`config.mk`:
```
export PLATFORM = sky130hd
export DESIGN_NAME = scan_decoder
export DESIGN_NICKNAME = d
export VERILOG_FILES = /design/src/rtl/scan_decoder.sv
export SDC_FILE = /design/constraint.sdc
export NUM_CORES = 1
export LEC_CHECK = 0
export CELL_PAD_IN_SITES_DETAIL_PLACEMENT = 0
export CELL_PAD_IN_SITES_GLOBAL_PLACEMENT = 2
export CORE_ASPECT_RATIO = 1.25
export CORE_UTILIZATION = 35
export DETAILED_ROUTE_END_ITERATION = 16
export PLACE_DENSITY = 0.9
export SLEW_MARGIN = 20
export SYNTH_ARGS = -nofsm -noshare
export SYNTH_HDL_FRONTEND = slang
export SYNTH_SLANG_ARGS = --single-unit
```
`constraint.sdc`:
```
create_clock -name clk -period 6.4 [get_ports clk]
set_input_delay 1.28 -clock clk [delete_from_list [all_inputs] [get_ports clk]]
set_output_delay 1.28 -clock clk [all_outputs]
set_load 0.01 [all_outputs]
```
`src/rtl/scan_decoder.sv`:
```
// ---------------------------------------------------------------------------
// scan_decoder
//
// This module is a registered N-to-2^N one-hot decoder with an enable input.
// It has two modes of operation:
//   - Direct mode decodes the address input. The output follows one clock
//     later.
//   - Scan mode runs an autonomous sequencer. The sequencer steps the one-hot
//     output through every code, starting at addr. Each code is held for
//     dwell+1 cycles.
//
// Typical uses are row and digit selects for LED matrices, multiplexed
// 7-segment displays and keypad scanners.
//
// Configuration macro:
//   SCAN_DECODER_ACTIVE_LOW_EN - When defined, dout is the bitwise inverse
//                                of the one-hot vector. Inactive means
//                                all-ones, and exactly one bit is low when a
//                                code is active. cur_addr, busy and wrap are
//                                not affected.
//
// Parameters:
//   ADDR_W   - Address width. The output width OUT_W = 2**ADDR_W.
//   DWELL_W  - Width of the dwell input and of the internal dwell counter.
//
// Ports:
//   clk       in   Rising-edge system clock.
//   rst_n     in   Asynchronous active-low reset.
//   enable    in   Global enable. When 0, all outputs are forced inactive.
//   mode      in   0 = direct decode, 1 = scan.
//   addr      in   Direct-mode address. In scan mode, the start index.
//   start     in   Single-cycle pulse that begins a scan.
//   stop      in   Single-cycle pulse that aborts a scan.
//   dwell     in   Extra cycles to hold each code while scanning.
//   dout      out  Registered one-hot output. Polarity depends on the macro.
//   cur_addr  out  Index currently asserted on dout.
//   busy      out  High while scanning.
//   wrap      out  One-cycle pulse when the scan wraps from OUT_W-1 to 0.
// ---------------------------------------------------------------------------
module scan_decoder #(
  parameter int ADDR_W  = 4,
  parameter int DWELL_W = 8
) (
  input  logic                 clk,
  input  logic                 rst_n,
  input  logic                 enable,
  input  logic                 mode,
  input  logic [ADDR_W-1:0]    addr,
  input  logic                 start,
  input  logic                 stop,
  input  logic [DWELL_W-1:0]   dwell,
  output logic [2**ADDR_W-1:0] dout,
  output logic [ADDR_W-1:0]    cur_addr,
  output logic                 busy,
  output logic                 wrap
);

  localparam int OUT_W = 2**ADDR_W;

`ifdef SCAN_DECODER_ACTIVE_LOW_EN
  localparam logic [OUT_W-1:0] POL_MASK = '1;
`else
  localparam logic [OUT_W-1:0] POL_MASK = '0;
`endif

  typedef enum logic [1:0] {
    IDLE   = 2'd0,
    DIRECT = 2'd1,
    SCAN   = 2'd2
  } state_t;

  state_t             r_state;
  logic [OUT_W-1:0]   r_dout;
  logic [ADDR_W-1:0]  r_cur_addr;
  logic               r_busy;
  logic               r_wrap;
  logic [DWELL_W-1:0] r_cnt;
  logic [DWELL_W-1:0] r_dwell;

  state_t             w_state_next;
  logic [OUT_W-1:0]   w_onehot_next;
  logic [ADDR_W-1:0]  w_cur_addr_next;
  logic               w_busy_next;
  logic               w_wrap_next;
  logic [DWELL_W-1:0] w_cnt_next;
  logic [DWELL_W-1:0] w_dwell_next;
  logic [ADDR_W-1:0]  w_step_addr;

  // The next scan index wraps naturally because it is ADDR_W bits wide.
  assign w_step_addr = r_cur_addr + 1'b1;

  // State and output registers.
  // The output polarity is applied before the register, so dout comes
  // straight from a flop in both builds.
  always_ff @(posedge clk or negedge rst_n) begin
    if (!rst_n) begin
      r_state    <= IDLE;
      r_dout     <= POL_MASK;
      r_cur_addr <= '0;
      r_busy     <= 1'b0;
      r_wrap     <= 1'b0;
      r_cnt      <= '0;
      r_dwell    <= '0;
    end else begin
      r_state    <= w_state_next;
      r_dout     <= w_onehot_next ^ POL_MASK;
      r_cur_addr <= w_cur_addr_next;
      r_busy     <= w_busy_next;
      r_wrap     <= w_wrap_next;
      r_cnt      <= w_cnt_next;
      r_dwell    <= w_dwell_next;
    end
  end

  // Next-state and next-output logic.
  // The outputs computed here are the values the registers present after
  // the coming edge. That is why a transition into DIRECT or SCAN loads the
  // decoded address on the same edge that changes state.
  always_comb begin
    w_state_next    = r_state;
    w_onehot_next   = '0;
    w_cur_addr_next = r_cur_addr;
    w_busy_next     = 1'b0;
    w_wrap_next     = 1'b0;
    w_cnt_next      = r_cnt;
    w_dwell_next    = r_dwell;

    case (r_state)
      IDLE: begin
        if (enable && !mode) begin
          w_state_next    = DIRECT;
          w_onehot_next   = OUT_W'(1) << addr;
          w_cur_addr_next = addr;
        end else if (enable && mode && start && !stop) begin
          // dwell is captured only here. Later changes wait for the next
          // start.
          w_state_next    = SCAN;
          w_onehot_next   = OUT_W'(1) << addr;
          w_cur_addr_next = addr;
          w_cnt_next      = dwell;
          w_dwell_next    = dwell;
          w_busy_next     = 1'b1;
        end
      end

      DIRECT: begin
        if (!enable || mode) begin
          w_state_next = IDLE;
        end else begin
          w_onehot_next   = OUT_W'(1) << addr;
          w_cur_addr_next = addr;
        end
      end

      SCAN: begin
        // While scanning, mode changes and further start pulses have no
        // effect. Only stop or a dropped enable end the scan.
        if (stop || !enable) begin
          w_state_next = IDLE;
        end else begin
          w_busy_next = 1'b1;
          if (r_cnt != '0) begin
            w_cnt_next    = r_cnt - 1'b1;
            w_onehot_next = OUT_W'(1) << r_cur_addr;
          end else begin
            w_cur_addr_next = w_step_addr;
            w_onehot_next   = OUT_W'(1) << w_step_addr;
            w_cnt_next      = r_dwell;
            w_wrap_next     = (w_step_addr == '0);
          end
        end
      end

      default: begin
        w_state_next = IDLE;
      end
    endcase
  end

  assign dout     = r_dout;
  assign cur_addr = r_cur_addr;
  assign busy     = r_busy;
  assign wrap     = r_wrap;

endmodule

```
After elaboration in Yosys (flattened, before gate mapping) --
Index checks and enable logic that the tools add are counted.
Storage, ports and cells: word-level logic and storage cells 70, output and inout bits 22, bits in writable memories 0, memories 0, bits of input ports 18, memory bits (read-only) 0, flip-flop bits (word level) 40, latch bits 0
Operators by class: div/mod/pow operators 0, equal/unequal tests 10, $mul 0, bitwise operators 1, magnitude comparators 0, mux-type cells 29, $add $sub $neg 2, reduce and logical (&&, ||, !) cells 18, shifts and indexed selects 3
Operators with widths (number):
- $mux 16 | 5
- $pmux 16 s3 | 1
- $shl 1x4->16 const A | 3
- $mux 8 | 4
- $mux 4 | 5
- $pmux 8 s2 | 1
- $ne 2x2->1 const B | 7
- $pmux 4 s3 | 1
- $mux 2 | 4
- $reduce_bool 8->1 | 1
- $sub 8x1->8 const B | 1
- $mux 1 | 6
- $pmux 2 s3 | 1
- $reduce_and 3->1 | 2
- $reduce_and 5->1 | 1
- $add 4x1->4 const B | 1
- $logic_and 1x1->1 | 4
- $logic_not 4->1 | 1
- $reduce_and 4->1 | 1
- $logic_not 1->1 | 3
- $ne 3x3->1 const B | 1
- $reduce_bool 3->1 | 1
- $eq 2x1->1 const B | 1
- $eq 2x2->1 const B | 1
- other kinds (5) | 6

Logic depth before layout (Yosys ltp) --
Gate-level depths: netlist of run 1.
depth in word-level cells 6, depth in mapped cells 7

Worst setup path after synthesis of run 1 --
Ideal clock, no wire load.
path kind input to register, start point in stop, end point reg r_dout[8] (netlist: dout[8]), cell stages on the path 4, path buffers 0, data arrival time 2.563 ns, setup time 0.068 ns, data required time 6.332 ns, slack 3.769 ns, cells stage by stage or3b_2 > a21oi_1 > nor3b_1 > a32o_1
Between the ends: cells in the longest elaborated chain, start to end 5
RTL lines:
- start, declared | line 50 | input logic stop,
- $logic_not 1->1 | line 134 | end else if (enable && mode && start && !stop) begin
- $logic_and 1x1->1 | line 134
- $mux 16 | line 134
- $mux 16 | line 130 | if (enable && !mode) begin
- $pmux 16 s3 * | line 128 | case (r_state)
- named net w_onehot_next[8] | line 81 | logic [OUT_W-1:0] w_onehot_next;
- end signal, assigned | line 106 | r_dout <= w_onehot_next ^ POL_MASK;
- end, declared | line 73 | logic [OUT_W-1:0] r_dout;
The timed path passes the listed nets; every way through them passes the cells marked *. A chain may end at the register's enable or synchronous reset.

Worst setup path after layout of run 1 --
start point in start, end point reg r_dout[0] (netlist: dout[0])
Between the ends: cells in the longest elaborated chain, start to end 5
RTL lines:
- start, declared | line 49 | input logic start,
- $logic_and 1x1->1 (2 in a row) | line 134
- $mux 16 | line 134
- $mux 16 | line 130
- $pmux 16 s3 | line 128
- named net w_onehot_next[0] | line 81
The timed path passes the listed nets, and every way through them passes these cells.

==> flow_metrics.tcl, run 1 <==
set metrics [dict create \
    port_buffers 39 \
    min_period_ns 3.09 \
    ctsHoldBuffers 0 \
    grt_first_pass_wirelength_mm 9.27 \
    clk_pin_slew_ns 0.08 \
    drv_slew 0 \
    clk_latency_ns 0.30 \
    ys_async_sr_fraction_pct 100 \
    met3_length_um 154 \
    critPathLaunchType "input port" \
    antenna-diode-count 0 \
    grt_start_max_net_pins 41 \
    drive_above_1_share_pct 7.39 \
    crit_fanout 5 \
    syn_nets 240 \
    tightest_slew_ns 0.902 \
    grt-ovfl-total 0 \
    final_cell_mix "dfrtp_1, clkdlybuf4s50_1, nand2_1" \
    dpl-instance-area_mm2 0.00262 \
    final.period_utilization_pct 48.3 \
    yosysUniqueCellTypes 52 \
    ant_nets 0 \
    antenna_found_initial 0 \
    die_height_um 89.9 \
    synthFlopType "dfrtp_1" \
    syn_area_mm2 0.00216 \
    start_util_pct 36.7 \
    status "finished clean" \
    final_util_pct 45.8 \
    totalPowerFinal_uw 666 \
    synth_area_leaders "dfrtp_1, o22ai_1, mux2i_1" \
    vias 1882 \
    cp-end-kind "flip-flop" \
    cts_max_level 2 \
    critPathArrivalTime_ns 3.32 \
    finish.net_count 278 \
    first_pass_iters 4 \
    dr.max_layer_used "met4" \
    cts_max_path_buffers 2 \
    ys_seq_area_share_pct 46.2 \
    finalWirelength_mm 5.56 \
    hold_viol_final 0 \
    drc 0 \
    synth_top_area_share_pct 46.2 \
    post_cts_buffers 0 \
    ys_warn_count 0 \
    hold-path-cell-count 2 \
    yosysTopAreaCell "dfrtp_1" \
    num_io_pins 40 \
    design_area_mm2 0.00270 \
    cp.required_ns 6.63 \
    dp.final_hpwl_mm 4.05 \
    wl_met1_mm 2.40 \
    setup_violations 0 \
    max_freq_ghz 0.323 \
    fillers 609 \
    final_common_cell "dfrtp_1" \
    tns_ns 0 \
    numCtsBuffers 5 \
    power.density_mw_per_mm2 246 \
    synth_edf_count 0 \
    slew_headroom_pct 39.9 \
    cts_resized 0 \
    clkSinkCount 40 \
    syn_to_final_growth_pct 24.9 \
    avgSynthCellArea_um2 9.88 \
    tritoncts "done" \
    finClkSkew_ns 0.00963 \
    die_area_mm2 0.00651 \
    ys_ff_latch 40 \
    drt-initial-drc-count 74 \
    wl_met2_mm 2.91 \
    die_width_um 72.3 \
    via_per_inst 5.55 \
    grt_pass1_vias 1910 \
    r2r_cells 6 \
    hold_class "reg -> reg" \
    core-area_mm2 0.00590 \
    hold_slack_ns 0.483 \
    groute.usage.overall_pct 18.4 \
    wl_per_cell_um 16.4 \
    path_class "in -> reg" \
    vdd_drop_max_mv 0.104 \
    fp-row-count 31 \
    gp_congestion 0.771 \
    p_leak_nw 1.10 \
    max_cap_viol_count 0 \
    synthCells 219 \
    rsz0062_at_grt "no" \
    root_buffer "clkbuf_8" \
]
-- cell families (layout without fill, tap and decap cells) --
group	after synthesis	in the layout	share of synthesized area [%]
AO/OA/AOI/OAI	67	67	21.4
XOR/XNOR	2	2	0.809
adder cells (fa/ha/maj)	3	3	1.73
buffers and inverters	19	57	3.35
flip-flops	40	40	46.2
multiplexers	13	13	6.88
AND/OR/NAND/NOR	75	75	19.5
-- routing by layer --
layer  up-vias  GRT usage [%]
met5         -              0
met1       915           21.4
met2        47           32.7
met3         8           2.47
li1        912              -
met4         0           8.01
-- registers in the layout (all words and copies together) (netlist names) --
signal and count:
r_dwell 8, cur_addr 4, r_state 2, dout 16, wrap 1, busy 1, r_cnt 8
-- synthesized netlist by cell type (2+ instances only) --
cell / count
a21oi_1: 9
a22oi_1: 2
a31oi_1: 5
a32o_1: 4
clkbuf_1: 7
dfrtp_1: 40
ha_1: 3
inv_1: 10
mux2_2: 5
mux2i_1: 7
nand2_1: 17
nand2b_1: 6
nand3_1: 8
nand3b_1: 3
nor2_1: 9
nor2b_1: 2
nor3_1: 10
nor4_1: 3
nor4bb_1: 2
o211ai_1: 2
o21ai_0: 13
o22a_1: 2
o22ai_1: 14
o2bb2ai_1: 2
o31ai_1: 2
o41ai_1: 2
or3_1: 4
or4_1: 2
-- power breakdown --
part / switching, mW / internal (mW)
logic: 0.0986 / 0.0785
clock network: 0.0890 / 0.0738
registers: 0.0418 / 0.284
-- per-stage QoR --
stage	setup slack (ns)	instances
6_report	3.31	339
5_1_grt	3.22	339
4_1_cts	3.37	339
3_5_place_dp	3.08	332
3_3_place_gp	3.14	332
2_1_floorplan	3.77	219
-- final timing paths --
kind | start | end | slack, ns
min | r_dwell[7]$_DFFE_PN0P_ | r_dwell[7]$_DFFE_PN0P_ | 0.48
min reg2reg | r_dwell[7]$_DFFE_PN0P_ | r_dwell[7]$_DFFE_PN0P_ | 0.48
min in group asynchronous | rst_n | cur_addr[3]$_DFFE_PN0P_ | 1.10
max in group asynchronous | rst_n | dout[13]$_DFF_PN0_ | 4.73
max | start | dout[0]$_DFF_PN0_ | 3.31
max reg2reg | r_cnt[0]$_DFFE_PN0P_ | dout[0]$_DFF_PN0_ | 3.72
-- cell type report --
cell class	instances	area (µm²)	share of cell area (%)
Timing Repair Buffer	39	385	14.3
Sequential cell	40	1000	37.0
Multi-Input combinational cell	160	1090	40.4
Clock inverter	2	12.5	0.463
Inverter	11	41.3	1.53
Tap cell	82	103	3.80
Clock buffer	5	68.8	2.55
-- worst max-delay path, cell delays in order --
cell and delay, ns:
clkdlybuf4s50_1 0.51, or3b_2 0.45, a21oi_1 0.33, nor3b_1 0.50
a32o_1 0.25
Power figures use the tool's default switching activity.
==> inputs of run 2 (changes only) <==
--- a/config.mk
+++ b/config.mk
@@ -8,9 +8,9 @@
 export CELL_PAD_IN_SITES_DETAIL_PLACEMENT = 0
 export CELL_PAD_IN_SITES_GLOBAL_PLACEMENT = 2
 export CORE_ASPECT_RATIO = 1.25
-export CORE_UTILIZATION = 35
+export CORE_UTILIZATION = 29
 export DETAILED_ROUTE_END_ITERATION = 16
-export PLACE_DENSITY = 0.9
+export PLACE_DENSITY = 0.8
 export SLEW_MARGIN = 20
 export SYNTH_ARGS = -nofsm -noshare
 export SYNTH_HDL_FRONTEND = slang
==> constraint.sdc (replaced) <==
create_clock -name clk -period 2.75 [get_ports clk]
set_input_delay 0.55 -clock clk [delete_from_list [all_inputs] [get_ports clk]]
set_output_delay 0.55 -clock clk [all_outputs]
set_load 0.01 [all_outputs]
==> run 2 against run 1 <==
Compared with the run above: sequential share of layout area is 1.4 points lower; highest routed layer unchanged; worst hold slack worse by 0.11 ns; first-iteration DRC count is 66% higher; largest power group unchanged.
==> flow_metrics.tcl, run 2 (synthesis results as in run 1) <==
set metrics [dict create \
    core-area_mm2 0.00710 \
    finish.net_count 289 \
    fp-row-count 34 \
    place_ws_ns 0.265 \
    root_buffer "clkbuf_8" \
    die_area_mm2 0.00782 \
    p_leak_nw 1.16 \
    r2r_cells 6 \
    cp-end-kind "flip-flop" \
    gp_congestion 0.796 \
    first_pass_iters 4 \
    critical_path.max_stage_delay_ns 0.66 \
    via_per_inst 5.30 \
    r2r_slack_ns 0.37 \
    final_util_pct 39.5 \
    crit_fanout 9 \
    clk_pin_slew_ns 0.08 \
    status "finished clean" \
    cts_max_path_buffers 2 \
    cts_resized 0 \
    cp.required_ns 2.91 \
    reg2reg_from "r_cnt[0]$_DFFE_PN0P_" \
    path_cells "inv_1 -> ha_1 -> or4b_1 -> or3_4 -> mux2i_4 -> o22ai_1" \
    wl_per_cell_um 16.3 \
    rsz0062_at_grt "no" \
    ant_nets 0 \
    final_cell_mix "dfrtp_1, clkdlybuf4s50_1, nand2_1" \
    final-seq-area_mm2 0.00100 \
    power.density_mw_per_mm2 574 \
    hold_viol_final 0 \
    finClkSkew_ns 0.00836 \
    port_buffers 39 \
    largest_reg_flops 16 \
    dp.final_hpwl_mm 4.33 \
    numCtsBuffers 5 \
    min_period_ns 2.38 \
    path_class "reg -> reg" \
    die_width_um 79.3 \
    design_area_mm2 0.00281 \
    tightest_slew_ns 0.895 \
    final_common_cell "dfrtp_1" \
    crit_path_start "r_cnt[0]$_DFFE_PN0P_" \
    rr_endpoint "dout[11]$_DFF_PN0_" \
    drc 0 \
    groute.usage.overall_pct 16.3 \
    fillers 697 \
    finalWirelength_mm 5.87 \
    grt-ovfl-total 0 \
    grt_pass1_vias 2044 \
    slew_headroom_pct 40.4 \
    vias 1902 \
    setup_violations 0 \
    clkSinkCount 40 \
    cts_max_level 2 \
    hold_class "in -> async" \
    post_cts_buffers 0 \
    hold_slack_ns 0.372 \
    syn_to_final_growth_pct 29.7 \
    tritoncts "done" \
    start_util_pct 30.5 \
    dpl-instance-area_mm2 0.00271 \
    max_cap_viol_count 0 \
    drt-initial-drc-count 123 \
    ctsHoldBuffers 0 \
    drv_slew 0 \
    multi_input_area_mm2 0.00109 \
    drive_above_1_share_pct 11.5 \
    max_freq_ghz 0.421 \
    die_height_um 98.6 \
    final.period_utilization_pct 86.4 \
    grt_first_pass_wirelength_mm 9.86 \
    tns_ns 0 \
    antenna_found_initial 0 \
    setup_ws_ns 0.375 \
    critPathLaunchType "flip-flop" \
    grt_start_max_net_pins 41 \
    critPathArrivalTime_ns 2.54 \
    critPathSlowestCell "or4b_1" \
    clk_latency_ns 0.30 \
    vdd_drop_max_mv 0.376 \
    antenna-diode-count 0 \
    num_io_pins 40 \
    crit_path_end "dout[11]$_DFF_PN0_" \
]
[run 2: cell types whose count changed in the layout (fill, tap and decap cells not counted)]
| cell | change |
|---|---|
| buf_4 | +11 |
| clkbuf_8 | +1 |
| clkinv_2 | +1 |
| clkinvlp_4 | -1 |
[run 2: critical path: cells and delay by family (launching register included)]
family | cells | cell delay [ns]
simple gates | 2 | 1.14
compound gates | 1 | 0.11
flops | 1 | 0.43
mux | 1 | 0.28
buf+inv | 1 | 0.09
fa+ha+maj | 1 | 0.19
[run 2: worst min-delay path by stage]
stage	slack, ns	endpoint	depth (start not counted)
after floorplan	0.25	busy$_DFF_PN0_	0
final	0.37	dout[12]$_DFF_PN0_	1
after global placement	0.47	r_dwell[2]$_DFFE_PN0P_	2
after global routing	0.45	dout[12]$_DFF_PN0_	1
after detailed placement	0.47	r_dwell[2]$_DFFE_PN0P_	2
after CTS	0.41	dout[12]$_DFF_PN0_	1
[run 2: per-layer routing]
layer / vias up / GRT usage (%) / part of all wire [%]
li1: 931 / - / -
met1: 898 / 18.0 / 42
met2: 59 / 28.8 / 52
met3: 14 / 3.80 / 4.2
met4: 0 / 8.25 / 1.8
met5: - / 0 / 0
[run 2: area by class of cell]
class                           count  share of cell area [%]
Inverter                           11                    1.47
Sequential cell                    40                    35.7
Clock inverter                      2                   0.357
Tap cell                           90                    4.01
Timing Repair Buffer               50                    16.7
Multi-Input combinational cell    160                    38.9
Clock buffer                        6                    2.94
[run 2: where the power goes]
group          total (mW)  internal (mW)  switching (mW)  leakage, nW
logic               0.442          0.201           0.240        0.589
clock network       0.406          0.200           0.206       0.0510
registers           0.762          0.661           0.101        0.521
[run 2: per-stage QoR]
stage / power, mW / cells
finish: 1.61 / 359
global route: 1.71 / 359
CTS: 1.62 / 359
detailed placement: 1.21 / 351
global placement: 1.21 / 351
floorplan: 1.02 / 219
==> inputs of run 3 (changes only) <==
--- a/config.mk
+++ b/config.mk
@@ -11,6 +11,7 @@
 export CORE_UTILIZATION = 29
 export DETAILED_ROUTE_END_ITERATION = 16
 export PLACE_DENSITY = 0.8
+export SKIP_LAST_GASP = 1
 export SLEW_MARGIN = 20
 export SYNTH_ARGS = -nofsm -noshare
 export SYNTH_HDL_FRONTEND = slang
==> results of run 3 <==
No change in the layout: final DEF, timing and power equal those of run 2.
